==> src/rtl/tinker_pkg.sv <==
// Shared types and constants for the Tinker instruction-fetch front end.
package tinker_pkg;

    localparam logic [4:0]  OPC_HALT         = 5'h0f;
    localparam int          INSTR_W          = 32;
    localparam int          ADDR_W           = 64;
    localparam logic [63:0] DEFAULT_RESET_PC = 64'h2000;

    typedef struct packed {
        logic [ADDR_W-1:0]  pc;
        logic [INSTR_W-1:0] instr;
    } fetch_entry_t;

    // A halt is identified by its opcode field plus a zero low nibble.
    function automatic logic is_halt(input logic [INSTR_W-1:0] instr);
        return (instr[31:27] == OPC_HALT) && (instr[3:0] == 4'h0);
    endfunction

endpackage

==> src/rtl/tinker_fetch_fifo.sv <==
// Small synchronous FIFO of {pc, instr} entries between fetch and decode.
module tinker_fetch_fifo
    import tinker_pkg::*;
#(
    parameter int DEPTH = 4
) (
    input  logic                       clk,
    input  logic                       reset,
    input  logic                       push,
    input  logic                       pop,
    input  logic                       flush,
    input  fetch_entry_t               push_data,
    output fetch_entry_t               head,
    output logic [$clog2(DEPTH+1)-1:0] count
);

    localparam int PW = $clog2(DEPTH);

    fetch_entry_t  mem [DEPTH];
    logic [PW-1:0] rd_ptr;
    logic [PW-1:0] wr_ptr;

    // DEPTH is a power of two, so the pointers wrap by plain overflow.
    always_ff @(posedge clk or posedge reset) begin
        if (reset) begin
            rd_ptr <= '0;
            wr_ptr <= '0;
            count  <= '0;
        end else if (flush) begin
            rd_ptr <= '0;
            wr_ptr <= '0;
            count  <= '0;
        end else begin
            if (push)
                wr_ptr <= wr_ptr + 1'b1;
            if (pop)
                rd_ptr <= rd_ptr + 1'b1;
            if (push && !pop)
                count <= count + 1'b1;
            else if (pop && !push)
                count <= count - 1'b1;
        end
    end

    always_ff @(posedge clk) begin
        if (push && !flush)
            mem[wr_ptr] <= push_data;
    end

    assign head = mem[rd_ptr];

endmodule

==> src/rtl/tinker_fetch_unit.sv <==
// Instruction-fetch front end: issues in-order word fetches, tags responses with
// their PC, buffers them for decode, and handles redirects and halt.
module tinker_fetch_unit
    import tinker_pkg::*;
#(
    parameter int          DEPTH    = 4,
    parameter logic [63:0] RESET_PC = DEFAULT_RESET_PC
) (
    input  logic               clk,
    input  logic               reset,
    output logic               imem_req,
    output logic [ADDR_W-1:0]  imem_addr,
    input  logic               imem_gnt,
    input  logic               imem_rvalid,
    input  logic [INSTR_W-1:0] imem_rdata,
    input  logic               redirect_valid,
    input  logic [ADDR_W-1:0]  redirect_pc,
    output logic               id_valid,
    input  logic               id_ready,
    output logic [ADDR_W-1:0]  id_pc,
    output logic [INSTR_W-1:0] id_instr,
    output logic               halt_seen
);

    localparam int CW = $clog2(DEPTH+1);

    logic [ADDR_W-1:0] fetch_pc;
    logic [ADDR_W-1:0] resp_pc;
    logic [CW-1:0]     inflight;
    logic [CW-1:0]     drop;
    logic [CW-1:0]     count;
    logic              halted;

    logic              grant;
    logic              push_en;
    logic              pop_en;
    logic [CW:0]       credit_used;
    fetch_entry_t      push_data;
    fetch_entry_t      head;

    // Every slot is either occupied or reserved by an outstanding request,
    // so a response can never find the FIFO full.
    assign credit_used = {1'b0, inflight} + {1'b0, count};
    assign imem_req    = !reset && !halted && !redirect_valid &&
                         (credit_used < (CW+1)'(DEPTH));
    assign imem_addr   = fetch_pc;
    assign grant       = imem_req && imem_gnt;

    assign push_en   = imem_rvalid && !redirect_valid && (drop == '0) && !halted;
    assign pop_en    = id_valid && id_ready && !redirect_valid;
    assign push_data = '{pc: resp_pc, instr: imem_rdata};

    always_ff @(posedge clk or posedge reset) begin
        if (reset) begin
            fetch_pc <= RESET_PC;
            resp_pc  <= RESET_PC;
            inflight <= '0;
            drop     <= '0;
            halted   <= 1'b0;
        end else if (redirect_valid) begin
            // Whatever is still outstanding after this cycle belongs to the old path.
            fetch_pc <= redirect_pc;
            resp_pc  <= redirect_pc;
            halted   <= 1'b0;
            inflight <= inflight - CW'(imem_rvalid);
            drop     <= inflight - CW'(imem_rvalid);
        end else begin
            if (grant)
                fetch_pc <= fetch_pc + 64'd4;
            inflight <= inflight + CW'(grant) - CW'(imem_rvalid);
            if (imem_rvalid && (drop != '0))
                drop <= drop - 1'b1;
            if (push_en) begin
                resp_pc <= resp_pc + 64'd4;
                if (is_halt(imem_rdata))
                    halted <= 1'b1;
            end
        end
    end

    tinker_fetch_fifo #(
        .DEPTH(DEPTH)
    ) u_fifo (
        .clk      (clk),
        .reset    (reset),
        .push     (push_en),
        .pop      (pop_en),
        .flush    (redirect_valid),
        .push_data(push_data),
        .head     (head),
        .count    (count)
    );

    assign id_valid  = (count != '0);
    assign id_pc     = head.pc;
    assign id_instr  = head.instr;
    assign halt_seen = halted;

endmodule

==> config.mk <==
export PLATFORM = sky130hd
export DESIGN_NAME = tinker_fetch_unit
export DESIGN_NICKNAME = d
export VERILOG_FILES = /design/src/rtl/tinker_pkg.sv /design/src/rtl/tinker_fetch_fifo.sv /design/src/rtl/tinker_fetch_unit.sv
export SDC_FILE = /design/constraint.sdc
export NUM_CORES = 1
export LEC_CHECK = 0
export CORE_MARGIN = 1.5
export CORE_UTILIZATION = 35
export CTS_BUF_LIST = sky130_fd_sc_hd__clkbuf_2
export DETAILED_ROUTE_END_ITERATION = 7
export GPL_ROUTABILITY_DRIVEN = 0
export SYNTH_ARGS = -nofsm -noshare
export SYNTH_HDL_FRONTEND = slang
export SYNTH_SLANG_ARGS = --single-unit
export TNS_END_PERCENT = 50
==> constraint.sdc <==
create_clock -name clk -period 4.2 [get_ports clk]
set_input_delay 0.42 -clock clk [delete_from_list [all_inputs] [get_ports clk]]
set_output_delay 0.42 -clock clk [all_outputs]
set_load 0.02 [all_outputs]
Yosys cells after proc, flatten, opt, wreduce, memory -nomap -nowiden:

Memories as Yosys holds them, arrays and structs flattened.
Cells that the tools add are included.

* reduce and logical (&&, ||, !) cells: 30
* multiplexer cells: 19
* $lt $le $gt $ge: 1
* equal/unequal tests: 1
* $add $sub $neg: 11

Operators by type and width (count)
* $mux 64: 4
* $add 64x3->64 const B: 2
* $mux 3: 6
* $logic_and 1x1->1: 14
* $reduce_bool 2->1: 5
* $reduce_bool 3->1: 3
* $mux 2: 4
* $sub 3x1->3: 2
* $sub 3x1->3 const B: 2
* $eq 5x4->1 const B: 1
* $logic_not 1->1: 5
* $mux 1: 5
* $add 2x1->2 const B: 2
* $add 3x3->4: 1
* $logic_not 4->1: 1
* $lt 4x3->1 const B: 1
* $add 3x1->3: 1
* $add 3x1->3 const B: 1
* $logic_not 3->1: 1
* $reduce_and 2->1: 1

* output and inout bits: 163
* word-level logic and storage cells: 71
* input bits: 102
* RAM bits: 384
* register bits: 142
* memories: 1

Memories
* u_fifo.mem: depth 4, width 96, rd ports 1, clocked after memory_dff 0, write ports 1, RTL line tinker_fetch_fifo.sv:19 `fetch_entry_t mem [DEPTH];`

Longest topological paths before layout:

Gate-level depths: netlist (run 1).

* depth after elaboration: 9
* mapped depth: 14
* mapped depth without buffers: 11

Cells and area by module:

A second synthesis (run 1) with hierarchy kept.

* cells, all modules: 1504
* area total of the unflattened synthesis: 22788.1 µm²

By module, submodules not included
* tinker_fetch_fifo: seq. area each 11706.2 µm², area an instance 14268.7 µm², instances 1, cells an instance 547
* tinker_fetch_unit: seq. area each 3380.7 µm², area an instance 8519.4 µm², instances 1, cells an instance 957

Worst setup path before layout (run 1):

OpenSTA, ideal clock, no wires.

* path kind: flip-flop to flip-flop
* from: register halted (netlist: halt_seen)
* to: memory u_fifo.mem[1][0] in the netlist's numbering (enable)
* path slack: 0.193 ns
* setup time: 0.466 ns
* clock period less this slack: 4.007 ns
* required time: 3.734 ns
* data arrival time: 3.541 ns
* cell stages (with the launch flop): 5
* buffers on the path: 1
* path through: dfrtp_1 -> or2_2 -> clkbuf_1 -> nor2_1 -> and2_1

* cells in the longest elaborated chain, start to end: 5

Ends and longest elaborated chain
* start, declared: RTL line tinker_fetch_unit.sv:32 `logic halted;`
* start signal, assigned: RTL line tinker_fetch_unit.sv:59 `halted <= 1'b0;`
* start signal, assigned: RTL line tinker_fetch_unit.sv:64 `halted <= 1'b0;`
* start signal, assigned: RTL line tinker_fetch_unit.sv:76 `halted <= 1'b1;`
* $logic_not 1->1: RTL line tinker_fetch_unit.sv:49 `assign push_en = imem_rvalid && !redirect_valid && (drop == '0) && !halted;`
* $logic_and 1x1->1: RTL line tinker_fetch_unit.sv:49
* $logic_and 1x1->1: RTL line tinker_fetch_fifo.sv:46 `if (push && !flush)`
* $mux 1: RTL line tinker_fetch_fifo.sv:46
* $mux 1 (implied by the code): RTL line tinker_fetch_fifo.sv:47 `mem[wr_ptr] <= push_data;`
* end, declared: RTL line tinker_fetch_fifo.sv:19

Every way passes these cells.

Worst setup path after layout (run 1):

* from: register u_fifo.rd_ptr[0]
* to: output id_pc[29]

* cells in the longest elaborated chain, start to end: 1

Ends and longest elaborated chain
* start, declared: RTL line tinker_fetch_fifo.sv:20 `logic [PW-1:0] rd_ptr;`
* start signal, assigned: RTL line tinker_fetch_fifo.sv:37 `rd_ptr <= rd_ptr + 1'b1;`
* $mem_v2 4x96
* end, declared: RTL line tinker_fetch_unit.sv:20 `output logic [ADDR_W-1:0] id_pc,`

Every way passes these cells.

==> report_table.html, run 1 <==
<table>
<tr><th>Metric</th><th>Value</th></tr>
<tr><th colspan="2">Outcome</th></tr>
<tr><td>Result of the run</td><td>finished clean</td></tr>
<tr><th colspan="2">Logic synthesis</th></tr>
<tr><td>Mean post-synth cell area</td><td>14.57 um2</td></tr>
<tr><td>Area share of the leading cell type in the synthesized netlist</td><td>0.5039</td></tr>
<tr><td>Proportion of synthesized flip-flops having asynchronous set or reset</td><td>0.2700</td></tr>
<tr><td>Cell types with the largest area share after synthesis</td><td>sky130_fd_sc_hd__edfxtp_1 50%, sky130_fd_sc_hd__dfrtp_1 15%, sky130_fd_sc_hd__mux4_2 9.4%</td></tr>
<tr><td>Post-synthesis cell type count</td><td>67</td></tr>
<tr><td>Gate Count Post-Synth</td><td>1571</td></tr>
<tr><td>Prevailing post-synth register cell</td><td>sky130_fd_sc_hd__edfxtp_1</td></tr>
<tr><td>Post-synthesis instance area</td><td>0.02288 mm2</td></tr>
<tr><td>Number of synthesized flops with an enable pin</td><td>384</td></tr>
<tr><td>Register bit total from synthesis</td><td>526</td></tr>
<tr><td>Library cell occupying the most area in the post-synthesis netlist</td><td>sky130_fd_sc_hd__edfxtp_1</td></tr>
<tr><td>Share of synthesized area occupied by flip-flops and latches</td><td>0.6593</td></tr>
<tr><td>Count of warnings emitted by yosys</td><td>0</td></tr>
<tr><td>Net count after synthesis</td><td>1689</td></tr>
<tr><th colspan="2">GRT</th></tr>
<tr><td>Total congestion overflow</td><td>0</td></tr>
<tr><td>GRT Util Overall</td><td>0.2001</td></tr>
<tr><td>Initial antenna violation count</td><td>3</td></tr>
<tr><td>Largest net degree at the start of global routing</td><td>143</td></tr>
<tr><td>Global-route wire length before repair</td><td>99810 um</td></tr>
<tr><td>Vias in the first global route</td><td>16290</td></tr>
<tr><th colspan="2">Power and ir drop</th></tr>
<tr><td>Power share of the clock group</td><td>0.273</td></tr>
<tr><td>Power after layout</td><td>13.56 mW</td></tr>
<tr><td>PD cells</td><td>465.0 mW/mm2</td></tr>
<tr><td>Worst vdd rail ir drop</td><td>0.2448 mV</td></tr>
<tr><td>Lkg Pwr</td><td>10.10 nW</td></tr>
<tr><td>Reported net switching power</td><td>4.376 mW</td></tr>
<tr><td>P_int</td><td>9.182 mW</td></tr>
<tr><td>Sequential Power Share</td><td>0.476</td></tr>
<tr><td>Combinational power share</td><td>0.251</td></tr>
<tr><td>Switching fraction of total power</td><td>0.3227</td></tr>
<tr><th colspan="2">STA</th></tr>
<tr><td>Setup violation total in the final timing report</td><td>0</td></tr>
<tr><td>Setup repair after global routing missed its margin</td><td>no</td></tr>
<tr><td>Setup clock skew after layout</td><td>99.47 ps</td></tr>
<tr><td>Summed negative setup slack over all endpoints</td><td>0 ps</td></tr>
<tr><td>Tightest Pin Transition</td><td>1074 ps</td></tr>
<tr><td>Slew margin rel.</td><td>0.2782</td></tr>
<tr><td>Count of final hold-check violations</td><td>0</td></tr>
<tr><td>Max-slew violation total from the final report</td><td>0</td></tr>
<tr><td>Final min period</td><td>3926 ps</td></tr>
<tr><td>Achievable frequency</td><td>0.2547 GHz</td></tr>
<tr><td>Final worst path period share</td><td>0.9348</td></tr>
<tr><th colspan="2">Setup path</th></tr>
<tr><td>Setup crit end kind</td><td>output pin</td></tr>
<tr><td>Critical path required time</td><td>3780 ps</td></tr>
<tr><td>CP arrival</td><td>3510 ps</td></tr>
<tr><td>Class of the most critical setup path</td><td>reg2out</td></tr>
<tr><td>Startpoint types</td><td>register</td></tr>
<tr><td>Largest driver fanout on the critical path</td><td>25</td></tr>
<tr><th colspan="2">Routing</th></tr>
<tr><td>Detailed route wirelength on metal3</td><td>4859 um</td></tr>
<tr><td>Average wire length per cell after detail routing</td><td>22.23 um</td></tr>
<tr><td>Number of DRC violations after detailed-routing iteration 0</td><td>1495</td></tr>
<tr><td>Via-per-instance ratio</td><td>5.464</td></tr>
<tr><td>Final ANT Viol Nets</td><td>0</td></tr>
<tr><td>Number of remaining DRC errors</td><td>0</td></tr>
<tr><td>Routed met1 length</td><td>29000 um</td></tr>
<tr><td>Routed wire length</td><td>66950 um</td></tr>
<tr><td>Pre-antenna DRT Iters</td><td>5</td></tr>
<tr><td>Routed via count</td><td>16460</td></tr>
<tr><td>Max layer used</td><td>met4</td></tr>
<tr><td>Met2 wire length</td><td>31410 um</td></tr>
<tr><th colspan="2">Clocking</th></tr>
<tr><td>Worst-skew pair later-pin latency</td><td>1300 ps</td></tr>
<tr><td>Total clock buffers created by CTS</td><td>140</td></tr>
<tr><td>Deepest level of the CTS H-tree</td><td>4</td></tr>
<tr><td>TritonCTS clock tree</td><td>built</td></tr>
<tr><td>Count of instances resized after the clock tree is built</td><td>0</td></tr>
<tr><td>CTS Root Buffer Type</td><td>sky130_fd_sc_hd__clkbuf_2</td></tr>
<tr><td>Maximum number of buffers from clock root to sink</td><td>3</td></tr>
<tr><td>CTS clock-pin slew for the worst setup and hold paths</td><td>90 ps</td></tr>
<tr><td>Sink count of the clock tree</td><td>526</td></tr>
<tr><th colspan="2">Cells and area</th></tr>
<tr><td>Post-route non-filler standard cell count</td><td>3012</td></tr>
<tr><td>Layout cells sized above 1</td><td>0.1846</td></tr>
<tr><td>Final Net Count</td><td>2172</td></tr>
<tr><td>Area added between synthesis and finish</td><td>27.42%</td></tr>
<tr><td>Number of filler instances in the final layout</td><td>5858</td></tr>
<tr><td>Post-route cell area</td><td>0.02916 mm2</td></tr>
<tr><th colspan="2">Floorplan</th></tr>
<tr><td>IO Pins</td><td>265</td></tr>
<tr><td>Height of the chip</td><td>258.7 um</td></tr>
<tr><td>Core ar.</td><td>0.06458 mm2</td></tr>
<tr><td>Full die area</td><td>0.06693 mm2</td></tr>
<tr><td>Effective utilization at floorplan</td><td>0.3544</td></tr>
<tr><td>Row Count</td><td>93</td></tr>
<tr><td>Die Wd</td><td>258.7 um</td></tr>
<tr><th colspan="2">Flow run</th></tr>
<tr><td>Max cap viols</td><td>0</td></tr>
<tr><th colspan="2">Place</th></tr>
<tr><td>Number of port buffers</td><td>264</td></tr>
<tr><td>Placed wire-length estimate</td><td>44930 um</td></tr>
<tr><td>Placed Instance Area</td><td>0.02677 mm2</td></tr>
<tr><td>Placed cells</td><td>2662</td></tr>
<tr><th colspan="2">Hold path</th></tr>
<tr><td>Hold crit path type</td><td>in2reg</td></tr>
</table>
-- final timing paths --
path / start / end / slack (ps) / depth (start not counted)
max in group asynchronous: reset / u_fifo.rd_ptr[1] / 3110 / 4
min in group asynchronous: reset / imem_addr[28] / 400 / 4
worst min-delay path: redirect_pc[0] / resp_pc[0] / 300 / 4
worst max-delay path: u_fifo.rd_ptr[0] / id_pc[29] / 270 / 3
worst max register to register: resp_pc[3] / resp_pc[62] / 1130 / 6
worst min register to register: resp_pc[1] / u_fifo.mem[1][33] / 520 / 0
-- sequential cells by signal, indices dropped and copies added, names as in the netlist --
name,cells
drop,3
resp_pc,64
imem_addr,64
u_fifo.mem,384
halt_seen,1
inflight,3
u_fifo.count,3
u_fifo.wr_ptr,2
u_fifo.rd_ptr,2
-- cells in the mapped netlist, types with 3 or more instances --
master,number
sky130_fd_sc_hd__edfxtp_1,384
sky130_fd_sc_hd__dfrtp_1,140
sky130_fd_sc_hd__nand2_1,130
sky130_fd_sc_hd__mux4_2,96
sky130_fd_sc_hd__nand3_1,87
sky130_fd_sc_hd__nand4_1,79
sky130_fd_sc_hd__o21ai_0,74
sky130_fd_sc_hd__nor2_1,65
sky130_fd_sc_hd__clkbuf_1,51
sky130_fd_sc_hd__inv_1,32
sky130_fd_sc_hd__xor2_1,32
sky130_fd_sc_hd__nor3_1,31
sky130_fd_sc_hd__o211ai_1,29
sky130_fd_sc_hd__a31oi_1,28
sky130_fd_sc_hd__nor4_1,28
sky130_fd_sc_hd__and2_1,25
sky130_fd_sc_hd__and3_1,24
sky130_fd_sc_hd__or4_1,24
sky130_fd_sc_hd__or3_1,18
sky130_fd_sc_hd__o311ai_0,17
sky130_fd_sc_hd__mux2i_1,16
sky130_fd_sc_hd__xnor2_1,16
sky130_fd_sc_hd__a21oi_1,14
sky130_fd_sc_hd__ha_1,14
sky130_fd_sc_hd__buf_1,13
sky130_fd_sc_hd__and4_1,10
sky130_fd_sc_hd__o31ai_1,10
sky130_fd_sc_hd__mux2_2,8
sky130_fd_sc_hd__o31a_1,7
sky130_fd_sc_hd__nand2b_1,5
sky130_fd_sc_hd__nand3b_1,5
sky130_fd_sc_hd__a22oi_1,4
sky130_fd_sc_hd__a41oi_1,4
sky130_fd_sc_hd__nor4_2,4
sky130_fd_sc_hd__a221oi_1,3
sky130_fd_sc_hd__clkbuf_8,3
sky130_fd_sc_hd__nor2b_1,3
sky130_fd_sc_hd__or2_2,3
-- cell families after synthesis --
family / share of synthesized area
AND/OR/NAND/NOR: 0.1319
flip-flops: 0.6593
AO/OA/AOI/OAI: 0.05719
multiplexers: 0.1054
buffers and inverters: 0.01848
XOR/XNOR: 0.01837
adder cells (fa/ha/maj): 0.009404
-- per-stage QoR --
stage / hold slack, ps / util / setup slack (ps)
final: 299.8 / 0.4515 / 273.7
after global routing: 210.9 / 0.4515 / 7.196
after CTS: 104.3 / 0.4513 / 29.17
after detailed placement: 515.5 / 0.4145 / 853.9
after global placement: 501.5 / 0.4145 / 839.3
after floorplan: 474.2 / - / 193.3
-- area by class of cell --
class,instances,area (um2),share of cell area
flip-flops and latches,526,15090,0.5177
diodes,6,15.01,0.0005149
well taps,855,1070,0.03669
clock buffers,200,1001,0.03433
inverters,33,127.6,0.004377
repair buffers,411,4151,0.1424
multi-input cells,942,7393,0.2536
clock inverters,39,306.5,0.01051
-- what timing repair did --
action	in CTS	in global routing
hold buffers	103	0
setup buffers	2	0
setup endpoints to repair	71	0
hold endpoints to repair	423	0
-- worst max-delay path, cell delays in order, from the launching register on --
cell                              delay, ps
sky130_fd_sc_hd__dfrtp_4                750
sky130_fd_sc_hd__buf_12                 310
sky130_fd_sc_hd__mux4_2                 520
sky130_fd_sc_hd__clkdlybuf4s50_1        630
-- power groups by stage --
stage	registers, mW	logic [mW]	clock network, mW
6_report	6.45	3.40	3.71
4_1_cts	6.44	3.45	3.85
5_1_grt	6.51	3.63	4.11
3_3_place_gp	6.58	3.26	0
3_5_place_dp	6.60	3.28	0
2_1_floorplan	6.44	1.85	0
-- layer usage --
layer	global-route usage	vias up
met5	0	-
met4	0.07326	0
met3	0.04832	116
met2	0.3140	774
met1	0.2705	8247
li1	-	7322
-- cell usage in the layout (no fill, tap or decap), types with 21 or more instances in the layout --
| master | instances |
|---|---|
| sky130_fd_sc_hd__a31oi_1 | 28 |
| sky130_fd_sc_hd__and2_1 | 21 |
| sky130_fd_sc_hd__and3_1 | 24 |
| sky130_fd_sc_hd__buf_4 | 33 |
| sky130_fd_sc_hd__clkbuf_2 | 200 |
| sky130_fd_sc_hd__clkdlybuf4s50_1 | 263 |
| sky130_fd_sc_hd__clkinv_1 | 24 |
| sky130_fd_sc_hd__dfrtp_1 | 138 |
| sky130_fd_sc_hd__dlygate4sd3_1 | 103 |
| sky130_fd_sc_hd__edfxtp_1 | 384 |
| sky130_fd_sc_hd__inv_1 | 30 |
| sky130_fd_sc_hd__mux4_2 | 96 |
| sky130_fd_sc_hd__nand2_1 | 130 |
| sky130_fd_sc_hd__nand3_1 | 87 |
| sky130_fd_sc_hd__nand4_1 | 79 |
| sky130_fd_sc_hd__nor2_1 | 64 |
| sky130_fd_sc_hd__nor3_1 | 31 |
| sky130_fd_sc_hd__nor4_1 | 28 |
| sky130_fd_sc_hd__o211ai_1 | 29 |
| sky130_fd_sc_hd__o21ai_0 | 74 |
| sky130_fd_sc_hd__or4_1 | 24 |
| sky130_fd_sc_hd__xor2_1 | 32 |
Power figures use the tool's default switching activity.
==> inputs of run 2 (changes only) <==
--- a/config.mk
+++ b/config.mk
@@ -10,6 +10,7 @@
 export CTS_BUF_LIST = sky130_fd_sc_hd__clkbuf_2
 export DETAILED_ROUTE_END_ITERATION = 7
 export GPL_ROUTABILITY_DRIVEN = 0
+export MAX_ROUTING_LAYER = met4
 export SYNTH_ARGS = -nofsm -noshare
 export SYNTH_HDL_FRONTEND = slang
 export SYNTH_SLANG_ARGS = --single-unit
==> run 2 against run 1 <==
- die area is the same
- critical endpoint unchanged
- via count decreased by 0.40%
- largest power group unchanged
- final area hardly changed
- register-to-register slack worse by 40 ps
- count of clock-buffer cells in the layout is the same
==> report_table.html, run 2 (synthesized netlist as in run 1, its figures left out) <==
<table>
<tr><th>Metric</th><th>Value</th></tr>
<tr><th colspan="2">Outcome</th></tr>
<tr><td>Result of the run</td><td>finished clean</td></tr>
<tr><th colspan="2">Clocking</th></tr>
<tr><td>Sink count of the clock tree</td><td>526 (unchanged)</td></tr>
<tr><td>CTS clock-pin slew for the worst setup and hold paths</td><td>90 ps (about the same)</td></tr>
<tr><td>Deepest level of the CTS H-tree</td><td>4 (unchanged)</td></tr>
<tr><td>Worst-skew pair later-pin latency</td><td>1280 ps (-20 ps)</td></tr>
<tr><td>Count of instances resized after the clock tree is built</td><td>0 (unchanged)</td></tr>
<tr><td>Total clock buffers created by CTS</td><td>140 (unchanged)</td></tr>
<tr><td>Maximum number of buffers from clock root to sink</td><td>3 (unchanged)</td></tr>
<tr><td>TritonCTS clock tree</td><td>built</td></tr>
<tr><td>CTS Root Buffer Type</td><td>sky130_fd_sc_hd__clkbuf_2</td></tr>
<tr><th colspan="2">Setup path</th></tr>
<tr><td>Class of the most critical setup path</td><td>reg2out</td></tr>
<tr><td>CP arrival</td><td>3490 ps (-20 ps)</td></tr>
<tr><td>Critical path required time</td><td>3780 ps (about the same)</td></tr>
<tr><td>Largest driver fanout on the critical path</td><td>25 (unchanged)</td></tr>
<tr><td>Startpoint types</td><td>register</td></tr>
<tr><td>Setup crit end kind</td><td>output pin</td></tr>
<tr><th colspan="2">STA</th></tr>
<tr><td>Max-slew violation total from the final report</td><td>0 (unchanged)</td></tr>
<tr><td>Worst Hold Slack</td><td>312.3 ps (+12.54 ps)</td></tr>
<tr><td>Summed negative setup slack over all endpoints</td><td>0 ps (unchanged)</td></tr>
<tr><td>Final worst slack</td><td>288.9 ps (+15.17 ps)</td></tr>
<tr><td>Count of final hold-check violations</td><td>0 (unchanged)</td></tr>
<tr><td>Slew margin rel.</td><td>0.2836 (+0.005393)</td></tr>
<tr><td>Setup violation total in the final timing report</td><td>0 (unchanged)</td></tr>
<tr><td>Final worst path period share</td><td>0.9312 (-0.003611)</td></tr>
<tr><td>Setup clock skew after layout</td><td>95.22 ps (-4.251 ps)</td></tr>
<tr><td>Tightest Pin Transition</td><td>1066 ps (-8.028 ps)</td></tr>
<tr><td>Achievable frequency</td><td>0.2557 GHz (+0.39%)</td></tr>
<tr><td>Final min period</td><td>3911 ps (-15.17 ps)</td></tr>
<tr><td>Setup repair after global routing missed its margin</td><td>no</td></tr>
<tr><th colspan="2">Floorplan</th></tr>
<tr><td>Die Wd</td><td>258.7 um (unchanged)</td></tr>
<tr><td>Row Count</td><td>93 (unchanged)</td></tr>
<tr><td>IO Pins</td><td>265 (unchanged)</td></tr>
<tr><td>Height of the chip</td><td>258.7 um (unchanged)</td></tr>
<tr><td>Full die area</td><td>0.06693 mm2 (unchanged)</td></tr>
<tr><td>Effective utilization at floorplan</td><td>0.3544 (unchanged)</td></tr>
<tr><td>Core ar.</td><td>0.06458 mm2 (unchanged)</td></tr>
<tr><th colspan="2">Hold path</th></tr>
<tr><td>Hold crit path type</td><td>in2reg</td></tr>
<tr><th colspan="2">Place</th></tr>
<tr><td>Placed wire-length estimate</td><td>44930 um (unchanged)</td></tr>
<tr><td>Placement-stage worst setup slack</td><td>853.9 ps (unchanged)</td></tr>
<tr><td>Number of port buffers</td><td>264 (unchanged)</td></tr>
<tr><th colspan="2">Cells and area</th></tr>
<tr><td>Area added between synthesis and finish</td><td>27.40% (about the same)</td></tr>
<tr><td>Largest Register</td><td>u_fifo.mem</td></tr>
<tr><td>Number of filler instances in the final layout</td><td>5858 (unchanged)</td></tr>
<tr><td>Layout cells sized above 1</td><td>0.1846 (unchanged)</td></tr>
<tr><td>Sequential cell area</td><td>0.01509 mm2 (unchanged)</td></tr>
<tr><td>Number of flip-flops under the largest register name</td><td>384 (unchanged)</td></tr>
<tr><td>Final Net Count</td><td>2172 (unchanged)</td></tr>
<tr><td>Area of the multi-input gates</td><td>0.007393 mm2 (unchanged)</td></tr>
<tr><td>Most frequent cells in the layout</td><td>384 x sky130_fd_sc_hd__edfxtp_1, 263 x sky130_fd_sc_hd__clkdlybuf4s50_1, 200 x sky130_fd_sc_hd__clkbuf_2</td></tr>
<tr><td>Leading cell type in the layout, fill and taps excluded</td><td>sky130_fd_sc_hd__edfxtp_1</td></tr>
<tr><th colspan="2">GRT</th></tr>
<tr><td>Total congestion overflow</td><td>0 (unchanged)</td></tr>
<tr><td>GRT Util Overall</td><td>0.2063 (+0.006146)</td></tr>
<tr><td>Initial antenna violation count</td><td>3 (unchanged)</td></tr>
<tr><td>Largest net degree at the start of global routing</td><td>143 (unchanged)</td></tr>
<tr><td>Global-route wire length before repair</td><td>99770 um (about the same)</td></tr>
<tr><td>Vias in the first global route</td><td>16280 (-0.037%)</td></tr>
<tr><th colspan="2">Routing</th></tr>
<tr><td>Number of remaining DRC errors</td><td>0 (unchanged)</td></tr>
<tr><td>Routed wire length</td><td>66770 um (-0.26%)</td></tr>
<tr><td>Routed via count</td><td>16390 (-0.40%)</td></tr>
<tr><td>Via-per-instance ratio</td><td>5.446 (-0.33%)</td></tr>
<tr><td>Number of DRC violations after detailed-routing iteration 0</td><td>1367 (-8.6%)</td></tr>
<tr><td>Final ANT Viol Nets</td><td>0 (unchanged)</td></tr>
<tr><td>Pre-antenna DRT Iters</td><td>8 (+3)</td></tr>
<tr><td>Average wire length per cell after detail routing</td><td>22.18 um (-0.19%)</td></tr>
<tr><th colspan="2">Power and ir drop</th></tr>
<tr><td>Worst vdd rail ir drop</td><td>0.2436 mV (-0.48%)</td></tr>
<tr><td>Lkg Pwr</td><td>10.10 nW (unchanged)</td></tr>
<tr><td>PD cells</td><td>464.9 mW/mm2 (about the same)</td></tr>
<tr><th colspan="2">Flow run</th></tr>
<tr><td>Max cap viols</td><td>0 (unchanged)</td></tr>
</table>
==> run 2: final timing paths <==
check / startpoint / endpoint / slack (ps) / cells past startpoint
worst max-delay path: u_fifo.rd_ptr[0] / id_pc[29] / 290 / 3
worst min-delay path: redirect_pc[0] / resp_pc[0] / 310 / 4
worst max register to register: resp_pc[3] / resp_pc[62] / 1090 / 6
worst min register to register: resp_pc[1] / u_fifo.mem[1][33] / 530 / 0
max in group asynchronous: reset / resp_pc[9] / 3110 / 4
min in group asynchronous: reset / imem_addr[28] / 380 / 4
==> run 2: layout make-up <==
type	instances	area share
well taps	855	0.03669
inverters	33	0.004377
flip-flops and latches	526	0.5177
clock buffers	200	0.03433
repair buffers	411	0.1424
multi-input cells	942	0.2536
diodes	4	0.0003433
clock inverters	39	0.01051
==> run 2: timing repair <==
action	CTS	global route
buffers inserted	2	0
setup endpoints to repair	71	0
endpoints found under the hold margin	423	0
hold buffers	103	0
==> run 2: layer usage <==
layer  share of wire  track usage
met5               0            -
met2            0.47       0.3134
met3           0.072      0.04470
met1            0.43       0.2718
met4           0.024      0.07684
==> run 2: through the flow <==
| step | utilization | power, mW | instances | instance area (um2) |
|---|---|---|---|---|
| 6_report | 0.4514 | 13.55 | 3010 | 29150 |
| 5_1_grt | 0.4514 | 14.25 | 3010 | 29150 |
| 4_1_cts | 0.4513 | 13.75 | 3006 | 29140 |
| 3_5_place_dp | 0.4145 | 9.881 | 2662 | 26770 |
| 3_3_place_gp | 0.4145 | 9.842 | 2662 | 26770 |
| 2_1_floorplan | - | 8.293 | 1571 | 22890 |
==> run 2: report_power, final <==
group	switching [mW]	total, mW	internal (mW)
sequential	0.508	6.45	5.94
combinational	1.75	3.40	1.65
clock	2.12	3.70	1.59
total	4.37	13.6	9.18
==> run 2: worst max-delay path, cell delays in order, from the launching register on <==
cell and delay [ps]:
sky130_fd_sc_hd__dfrtp_4 760, sky130_fd_sc_hd__buf_12 310, sky130_fd_sc_hd__mux4_2 520, sky130_fd_sc_hd__clkdlybuf4s50_1 630
